<file path="src/rtl/bram_fifo.sv">
// Synchronous single-clock FIFO on a dual-port block RAM (one write port, one registered read port)
// with occupancy count, almost-full/almost-empty thresholds, synchronous flush and sticky error flags.
module bram_fifo #(
  parameter int DATA_WIDTH       = 8,
  parameter int ADDR_WIDTH       = 5,
  parameter int ALMOST_FULL_LVL  = 30,
  parameter int ALMOST_EMPTY_LVL = 2
) (
  input  logic                  Clk,
  input  logic                  Reset_n,
  input  logic                  Clr,
  input  logic                  WR_en,
  input  logic [DATA_WIDTH-1:0] Write_data,
  input  logic                  RD_en,
  output logic [DATA_WIDTH-1:0] Read_data,
  output logic                  Read_valid,
  output logic                  Full,
  output logic                  Empty,
  output logic                  Almost_full,
  output logic                  Almost_empty,
  output logic [ADDR_WIDTH:0]   Count,
  output logic                  Overflow,
  output logic                  Underflow
);

  localparam int DEPTH = 2 ** ADDR_WIDTH;

  logic [DATA_WIDTH-1:0] mem [DEPTH];

  logic [ADDR_WIDTH-1:0] wrPtr_q, wrPtr_d;
  logic [ADDR_WIDTH-1:0] rdPtr_q, rdPtr_d;
  logic [ADDR_WIDTH:0]   count_q, count_d;
  logic [DATA_WIDTH-1:0] readData_q;
  logic                  readValid_q, readValid_d;
  logic                  overflow_q, overflow_d;
  logic                  underflow_q, underflow_d;
  logic                  wrAccept, rdAccept;

  // Status flags come only from the registered count, so no input reaches an output combinationally.
  assign Full         = (int'(count_q) == DEPTH);
  assign Empty        = (count_q == '0);
  assign Almost_full  = (int'(count_q) >= ALMOST_FULL_LVL);
  assign Almost_empty = (int'(count_q) <= ALMOST_EMPTY_LVL);

  // Acceptance uses pre-edge Full/Empty, so a simultaneous read never makes room for a write.
  assign wrAccept = WR_en && !Full && !Clr;
  assign rdAccept = RD_en && !Empty && !Clr;

  always_comb begin
    wrPtr_d     = wrPtr_q;
    rdPtr_d     = rdPtr_q;
    count_d     = count_q;
    readValid_d = rdAccept;
    overflow_d  = overflow_q;
    underflow_d = underflow_q;
    if (Clr) begin
      wrPtr_d     = '0;
      rdPtr_d     = '0;
      count_d     = '0;
      overflow_d  = 1'b0;
      underflow_d = 1'b0;
    end else begin
      if (wrAccept) wrPtr_d = wrPtr_q + ADDR_WIDTH'(1);
      if (rdAccept) rdPtr_d = rdPtr_q + ADDR_WIDTH'(1);
      if (wrAccept && !rdAccept) count_d = count_q + (ADDR_WIDTH + 1)'(1);
      if (rdAccept && !wrAccept) count_d = count_q - (ADDR_WIDTH + 1)'(1);
      if (WR_en && Full)  overflow_d  = 1'b1;
      if (RD_en && Empty) underflow_d = 1'b1;
    end
  end

  always_ff @(posedge Clk or negedge Reset_n) begin
    if (!Reset_n) begin
      wrPtr_q     <= '0;
      rdPtr_q     <= '0;
      count_q     <= '0;
      readValid_q <= 1'b0;
      overflow_q  <= 1'b0;
      underflow_q <= 1'b0;
    end else begin
      wrPtr_q     <= wrPtr_d;
      rdPtr_q     <= rdPtr_d;
      count_q     <= count_d;
      readValid_q <= readValid_d;
      overflow_q  <= overflow_d;
      underflow_q <= underflow_d;
    end
  end

  // RAM array has no reset so it maps onto a block RAM primitive.
  always_ff @(posedge Clk) begin
    if (wrAccept) mem[wrPtr_q] <= Write_data;
  end

  always_ff @(posedge Clk or negedge Reset_n) begin
    if (!Reset_n) begin
      readData_q <= '0;
    end else if (rdAccept) begin
      readData_q <= mem[rdPtr_q];
    end
  end

  assign Read_data  = readData_q;
  assign Read_valid = readValid_q;
  assign Count      = count_q;
  assign Overflow   = overflow_q;
  assign Underflow  = underflow_q;

endmodule

</file>
<file path="config.mk">
export PLATFORM = sky130hd
export DESIGN_NAME = bram_fifo
export DESIGN_NICKNAME = d
export VERILOG_FILES = /design/src/rtl/bram_fifo.sv
export SDC_FILE = /design/constraint.sdc
export NUM_CORES = 1
export LEC_CHECK = 0
export ABC_AREA = 1
export CORE_MARGIN = 5
export CORE_UTILIZATION = 45
export CTS_CLUSTER_SIZE = 20
export DETAILED_ROUTE_END_ITERATION = 7
export SYNTH_ARGS = -nofsm -noshare
export SYNTH_HDL_FRONTEND = slang
export SYNTH_SLANG_ARGS = --single-unit
</file>
<file path="constraint.sdc">
create_clock -name Clk -period 3.6 [get_ports Clk]
set_input_delay 0.72 -clock Clk [delete_from_list [all_inputs] [get_ports Clk]]
set_output_delay 0.72 -clock Clk [all_outputs]
set_load 0.005 [all_outputs]
</file>
==> results.cfg, run 1 <==
[layout]
finalInstanceArea_mm2 = 0.01341
syn2layout_area_growth_pct = 16.60
fillers = 2111
n_antenna_cell = 0
multi_input_area_mm2 = 0.002805
drive_above_1_share_pct = 11.31
seq_area_mm2 = 0.008368
nets = 1006

[drt]
ant_nets = 0
drtIter0Drc = 742
vias = 7569
firstDrtPassIters = 7
drt-total-wl_um = 28580
viasPerCell = 5.657
wl_per_cell_um = 21.36
drc = 0

[yosys]
synth_top_area_cell = edfxtp_1
syn_inst = 929
ys_seq_area_share_pct = 72.70
avgSynthCellArea_um2 = 12.38
synth_top_area_share_pct = 66.83
synth-seq-cells = 283
ys_async_sr_fraction_pct = 9.541
ys.warnings.count = 0
yosysMostFrequentCell = edfxtp_1
syn_nets = 950
synthFlopType = edfxtp_1
synth_common_cells = 256 x edfxtp_1, 172 x nor2_1, 116 x o21ai_0
synthTopCellsByArea = edfxtp_1 67%, dfrtp_1 5.9%, nor2_1 5.6%, o21ai_0 5.0%, nand2_1 3.0%
syn_area_mm2 = 0.01150
yosysUniqueCellTypes = 32
synth-edff-count = 256

[setup_path]
worstReg2RegEnd = Count[4]
r2r_cells = 17
critPathCaptureType = primary output
timing.rr.start = Count[0]
worstPathRequired_ns = 2.88
crit_arrival_ns = 2.00
reg2reg_setup_slack_ns = 1.29
start_kind = flip-flop
cp_max_fo = 8
path_class = reg -> out

[floorplanning]
fp.dieW_um = 169.9
dieArea_mm2 = 0.02886
fp.dieH_um = 169.9
ios = 34
rows = 58
core_area_mm2 = 0.02518
start_util_pct = 45.68

[cts]
clk_latency_ns = 0.55
cts_buffers = 29
cts-resized-gates = 0
cts_tree = yes
clock_path_buffers = 3
cts.sink_count = 283
ctsHtreeMaxLevel = 1
post_cts_buffers = 0
hold_buffers = 0
cts.clk_slew.worst_paths_ns = 0.06
cts-root-buf = clkbuf_16

[timing]
fin_crit_sh_pct = 75.68
slew_headroom_pct = 46.58
layout_min_cycle_time_ns = 2.725
hold_ws_ns = 0.5139
slew_viol_final = 0
skew_ns = 0.02288
setup_viol = 0
worst_pin_slew_ns = 0.8013
finalSetupTns_ns = 0
hold_viol = 0
setup_slack_ns = 0.8755
rsz0062_at_grt = no
clock.fmax_ghz = 0.3670

[global_routing]
grt_antenna_before_repair = 0
grt_pass1_wl_um = 44440
grt_max_degree = 72
gr-total-overflow = 0
grt_usage_pct = 19.84
grt_pass1_vias = 7412

[flow_run]
maxCapViolations = 0

[placed_design]
dp_hpwl_um = 17130
postPlaceCellArea_mm2 = 0.01238
io_buffers = 33
place_ws_ns = 0.5608
place_congestion = 0.8680

[pwr]
peakVddDrop_v = 0.0004924
leakage_nw = 4.587
powerDensity_mw_per_mm2 = 700.0

[hold_path]
whs_path_depth = 2
min_to = Overflow
hp-start = Overflow
worstHoldPathType = reg -> reg

[status]
status = complete, no violations
sequential cells by signal (all words and copies together) (netlist names):
| name | flops |
|---|---|
| Underflow | 1 |
| Count | 6 |
| mem | 256 |
| Read_valid | 1 |
| Overflow | 1 |
| wrPtr_q | 5 |
| rdPtr_q | 5 |
| Read_data | 8 |
logic make-up (layout without fill, tap and decap cells):
| logic type | after synthesis | after routing | synth area share [%] |
|---|---|---|---|
| AND/OR/NAND/NOR | 330 | 330 | 12.15 |
| flip-flops | 283 | 283 | 72.70 |
| AO/OA/AOI/OAI | 226 | 226 | 11.29 |
| buffers and inverters | 81 | 160 | 2.915 |
| adder cells (fa/ha/maj) | 8 | 8 | 0.8702 |
| XOR/XNOR | 1 | 1 | 0.07615 |
power by group:
group / internal, W / total [W] / switching [W] / leakage (nW)
Clock: 0.00197 / 0.00321 / 0.00124 / 0.503
Combinational: 0.000771 / 0.00234 / 0.00157 / 1.43
Sequential: 0.00370 / 0.00383 / 0.000133 / 2.66
critical path, stage by stage (launching register included):
cell and delay (ns):
dfrtp_1 0.47, nor2_1 0.21, nand3_2 0.17, inv_1 0.11, clkdlybuf4s50_1 0.50
cell type report:
type | instances | area share (%)
multi-input combinational | 565 | 20.91
clock inverter | 16 | 1.800
tap | 330 | 3.078
clock buffer | 38 | 5.886
sequential | 283 | 62.39
timing repair buffer | 76 | 4.963
inverter | 30 | 0.9701
stage by stage:
stage	instances	util, %	total power (W)
finish	1338	53.26	0.009389
global route	1338	53.26	0.009866
CTS	1338	53.26	0.009450
detailed placement	1284	49.17	0.006248
global placement	1284	49.17	0.006239
floorplan	929	-	0.005266
per-layer routing:
metal  global-route usage, %  share of wire (%)  up-vias
li1                        -                  -     3525
met1                   28.98                 45     3762
met2                   32.14                 47      248
met3                   2.764                6.5       34
met4                   4.235                1.4        0
met5                       0                  0        -
worst max-delay path by stage:
stage                     cells past startpoint     start    endpoint
after floorplan                              14       Clr    Count[4]
after CTS                                     4  Count[0]       Empty
after global routing                          4  Count[0]       Empty
final                                         4  Count[0]       Empty
after global placement                        6       Clr  mem[28][0]
after detailed placement                      6       Clr  mem[28][0]
placed cells by master (no fill, tap or decap), types with 8 or more instances in the layout:
cell type        Yosys  final
clkbuf_16            0     29
ha_1                 8      8
nand4_1             17     17
dfrtp_1             27     25
o221ai_1            25     25
nand2_1             93     93
nand3_1             33     33
edfxtp_1           256    256
clkdlybuf4s50_1      0     33
buf_4                0     42
o22ai_1             39     39
o21ai_0            116    116
o21ai_1             31     31
inv_1               19     19
nor2_1             172    172
(Power assumes the default switching activity.)
==> run 2: changes to the inputs <==
- clock period: 3.6 -> 2.8 ns (I/O delays scaled with it)
==> run 2 against run 1 <==
  * Core utilization is 0.33 points lower
  * Sequential power is 28% higher
  * Die area stayed put
  * Global-route usage is 0.50 points higher
  * Combinational power is 32% higher
  * First-iteration DRC count is 33% higher
  * Hold slack worse by 0.11 ns
  * Via count is 0.79% higher
  * Critical endpoint unchanged
  * Highest routed layer unchanged
==> results.cfg, run 2 (same netlist as run 1, synthesis figures left out) <==
[cts]
hold_buffers = 0
clk_latency_ns = 0.56
ctsHtreeMaxLevel = 1
clock_path_buffers = 3
cts_buffers = 29
cts.sink_count = 283
cts_tree = yes
cts-resized-gates = 0
post_cts_buffers = 0
cts.clk_slew.worst_paths_ns = 0.06
cts-root-buf = clkbuf_16

[pwr]
leakage_nw = 4.563
p_switching_w = 0.003767
powerDensity_mw_per_mm2 = 859.0
peakVddDrop_v = 0.0007645
seq_power_share_pct = 42.8
clkPwrFrac_pct = 30.2
p_sw_share_pct = 32.90
combPwrFrac_pct = 27.0
intPower_w = 0.007683

[layout]
final_core_util_pct = 52.94
seq_area_mm2 = 0.008368
multi_input_area_mm2 = 0.002805
nets = 1018
regMostFlops = mem
drive_above_1_share_pct = 11.58
final_cells = 1349
largest_reg_flops = 256
final_cell_mix = 256 x edfxtp_1, 172 x nor2_1, 116 x o21ai_0, 93 x nand2_1, 52 x buf_4
fillers = 2118
syn2layout_area_growth_pct = 15.88
n_antenna_cell = 0
final_common_cell = edfxtp_1

[floorplanning]
start_util_pct = 45.68
ios = 34
rows = 58
core_area_mm2 = 0.02518
fp.dieH_um = 169.9
fp.dieW_um = 169.9
dieArea_mm2 = 0.02886

[placed_design]
place_congestion = 0.8616
placedCellCount = 1296
dp_hpwl_um = 17710
io_buffers = 33

[drt]
ant_nets = 0
drtIter0Drc = 986
viasPerCell = 5.655
firstDrtPassIters = 5
drc = 0
drt-total-wl_um = 29100
wl_per_cell_um = 21.57
vias = 7629

[timing]
skew_ns = 0.02430
hold_viol = 0
rsz0062_at_grt = no
worst_pin_slew_ns = 0.9341
setup_viol = 0
slew_viol_final = 0
fin_crit_sh_pct = 91.30
slew_headroom_pct = 37.49
clock.fmax_ghz = 0.3912
layout_min_cycle_time_ns = 2.556
finalSetupTns_ns = 0

[setup_path]
worstPathRequired_ns = 2.24
critPathCaptureType = primary output
start_kind = flip-flop
crit_arrival_ns = 2.00
path_class = reg -> out
cp_max_fo = 8

[status]
status = complete, no violations

[global_routing]
grt_antenna_before_repair = 0
grt_usage_pct = 20.33
grt_max_degree = 131
gr-total-overflow = 0
grt_pass1_wl_um = 44990
grt_pass1_vias = 7344

[hold_path]
worstHoldPathType = in -> async

[flow_run]
maxCapViolations = 0
==> run 2: final timing paths <==
check	from	end	slack, ns	cells after the start
max	Count[0]	Empty	0.24	4
min	Reset_n	Overflow	0.40	1
max reg2reg	rdPtr_q[0]	Read_data[0]	0.65	7
min reg2reg	Read_data[4]	Read_data[4]	0.48	2
max in group asynchronous	Reset_n	Read_valid	1.77	2
min in group Clk	Read_data[4]	Read_data[4]	0.48	2
==> run 2: area by class of cell <==
cell class / count / share of cell area, %
clock buffer: 40 / 5.754
sequential: 283 / 62.77
timing repair buffer: 88 / 5.857
multi-input combinational: 565 / 21.04
inverter: 30 / 0.9762
tap: 330 / 3.097
clock inverter: 13 / 0.4975
==> run 2: power groups by stage <==
stage,logic (W),clock network [W],registers (W)
3_5_place_dp,0.00308,0,0.00498
3_3_place_gp,0.00308,0,0.00498
6_report,0.00309,0.00346,0.00490
2_1_floorplan,0.00182,0,0.00495
5_1_grt,0.00338,0.00371,0.00492
4_1_cts,0.00310,0.00352,0.00490
==> run 2: stage by stage <==
stage	hold slack [ns]	setup slack [ns]	power, W	instance area, µm²
after detailed placement	0.4715	0.2452	0.008062	12500
after global routing	0.4368	0.1195	0.01200	13330
after floorplan	0.2644	0.8789	0.006771	11500
after CTS	0.4073	0.2119	0.01152	13330
final	0.3997	0.2436	0.01145	13330
after global placement	0.4677	0.2716	0.008059	12500
==> run 2: worst max-delay path, stage by stage, from the launching register on <==
cell	delay, ns
dfrtp_1	0.47
nor2_1	0.22
nand3_2	0.17
inv_1	0.10
clkdlybuf4s50_1	0.50
==> run 2: metal layers <==
metal / part of all wire (%) / vias up / GRT usage, %
li1: - / 3544 / -
met1: 44 / 3759 / 30.14
met4: 2.2 / 0 / 5.740
met5: 0 / - / 0
met3: 7.4 / 41 / 3.484
met2: 46 / 285 / 31.30
==> run 3: changes to the inputs <==
- clock period: 2.8 -> 2.4 ns (I/O delays scaled with it)
==> run 3 against run 2 <==
  * Via count fell by 0.94%
  * Clock skew down 0.0061 ns
  * Critical path depth is the same
  * Critical path type unchanged
  * Largest power group unchanged
==> results.cfg, run 3 (same netlist as run 1, synthesis figures left out) <==
[status]
status = complete, no violations

[drt]
viasPerCell = 5.520
drtIter0Drc = 739
ant_nets = 0
vias = 7557
drt-total-wl_um = 28820
wl_per_cell_um = 21.05
drc = 0
firstDrtPassIters = 5

[setup_path]
path_class = reg -> out
r2r_cells = 17
crit_arrival_ns = 1.84
critPathCaptureType = primary output
worstReg2RegEnd = Count[4]
cp_max_fo = 3
worstPathRequired_ns = 1.92
cp_slowest_stage_delay_ns = 0.50
slowest_stage = clkdlybuf4s50_1
crit_chain = nor2_4, nand3_4, inv_1, clkdlybuf4s50_1
timing.rr.start = Count[2]
start_kind = flip-flop
reg2reg_setup_slack_ns = 0.27

[cts]
ctsHtreeMaxLevel = 1
cts-root-buf = clkbuf_16
clk_latency_ns = 0.55
cts_tree = yes
cts.sink_count = 283
cts_buffers = 29
clock_path_buffers = 3
cts.clk_slew.worst_paths_ns = 0.06

[timing]
slew_headroom_pct = 41.45
clock.fmax_ghz = 0.4307
hold_viol = 0
fin_crit_sh_pct = 96.74
rsz0062_at_grt = no
layout_min_cycle_time_ns = 2.322
slew_viol_final = 0
setup_slack_ns = 0.07833
finalSetupTns_ns = 0
skew_ns = 0.01825
setup_viol = 0
worst_pin_slew_ns = 0.8750

[floorplanning]
dieArea_mm2 = 0.02886
ios = 34
core_area_mm2 = 0.02518
start_util_pct = 45.68
rows = 58
fp.dieW_um = 169.9
fp.dieH_um = 169.9

[layout]
largest_reg_flops = 256
nets = 1038
final_common_cell = edfxtp_1
multi_input_area_mm2 = 0.002835
fillers = 2137
regMostFlops = mem
syn2layout_area_growth_pct = 18.56
final_cell_mix = 256 x edfxtp_1, 169 x nor2_1, 116 x o21ai_0, 93 x nand2_1, 70 x buf_4
final_cells = 1369
drive_above_1_share_pct = 14.34
n_antenna_cell = 0
seq_area_mm2 = 0.008372

[global_routing]
use_met1_pct = 30.31
met2_usage_pct = 31.54
grt_use_met3_pct = 2.695
grt_usage_pct = 20.11
gr-max-usage-layer = met2
grt_pass1_wl_um = 44660
grt_max_degree = 111
gr-total-overflow = 0
grt_antenna_before_repair = 0
grt_pass1_vias = 7279

[flow_run]
maxCapViolations = 0

[pwr]
powerDensity_mw_per_mm2 = 1023
leakage_nw = 4.743
peakVddDrop_v = 0.0007035

[placed_design]
place_ws_ns = 0.04812
dp_hpwl_um = 17870
place_congestion = 0.8775
io_buffers = 33
placedCellCount = 1313

[hold_path]
worstHoldPathType = in -> async
[run 3: cell types whose count changed in the layout (fill, tap and decap cells not counted), sizes merged]
cell,before,now
clkbuf,40,32
buf,55,75
clkdlybuf4s50,33,30
clkinv,13,15
dlymetal6s2s,0,3
bufinv,1,4
clkinvlp,1,4
[run 3: report_power, final]
part           internal (W)  total, W  switching [W]
sequential          0.00555   0.00571       0.000158
combinational       0.00138   0.00387        0.00250
clock               0.00253   0.00437        0.00184
[run 3: per-layer routing]
layer	part of all wire [%]	routed length, µm
met1	45	12890
met2	46	13370
met3	6.8	1964
met4	2.1	591
met5	0	0
[run 3: per-stage QoR]
step	cell area, µm²	utilization (%)	total power (W)	hold slack (ns)
after floorplan	11500	-	0.007900	0.1844
after global placement	12650	50.23	0.009604	0.4713
after detailed placement	12650	50.23	0.009616	0.4740
after CTS	13600	54.01	0.01398	0.3320
after global routing	13640	54.16	0.01463	0.3607
final	13640	54.16	0.01395	0.3378
[run 3: worst max-delay path by stage]
stage / from / end
finish: Count[2] / Empty
floorplan: Count[0] / Count[4]
global placement: Clr / Count[4]
CTS: Count[4] / Empty
detailed placement: Clr / Count[4]
global route: Count[2] / Empty
[run 3: repair_timing]
item	CTS	global route
setup buffers	2	1
hold buffers	0	0
pin swaps	0	1
endpoints found under the setup margin	2	4
resized for setup	5	9
[run 3: critical path: cells and delay by family (launching register included)]
family / cells / cell delay (ns)
simple gates: 2 / 0.30
buf+inv: 2 / 0.59
flops: 1 / 0.42
[run 3: final cells by class]
| cell class | instances | area share [%] |
|---|---|---|
| Sequential cell | 283 | 61.39 |
| Clock buffer | 32 | 5.404 |
| Tap cell | 330 | 3.028 |
| Inverter | 30 | 0.9541 |
| Multi-Input combinational cell | 565 | 20.79 |
| Timing Repair Buffer | 108 | 7.064 |
| Clock inverter | 21 | 1.376 |
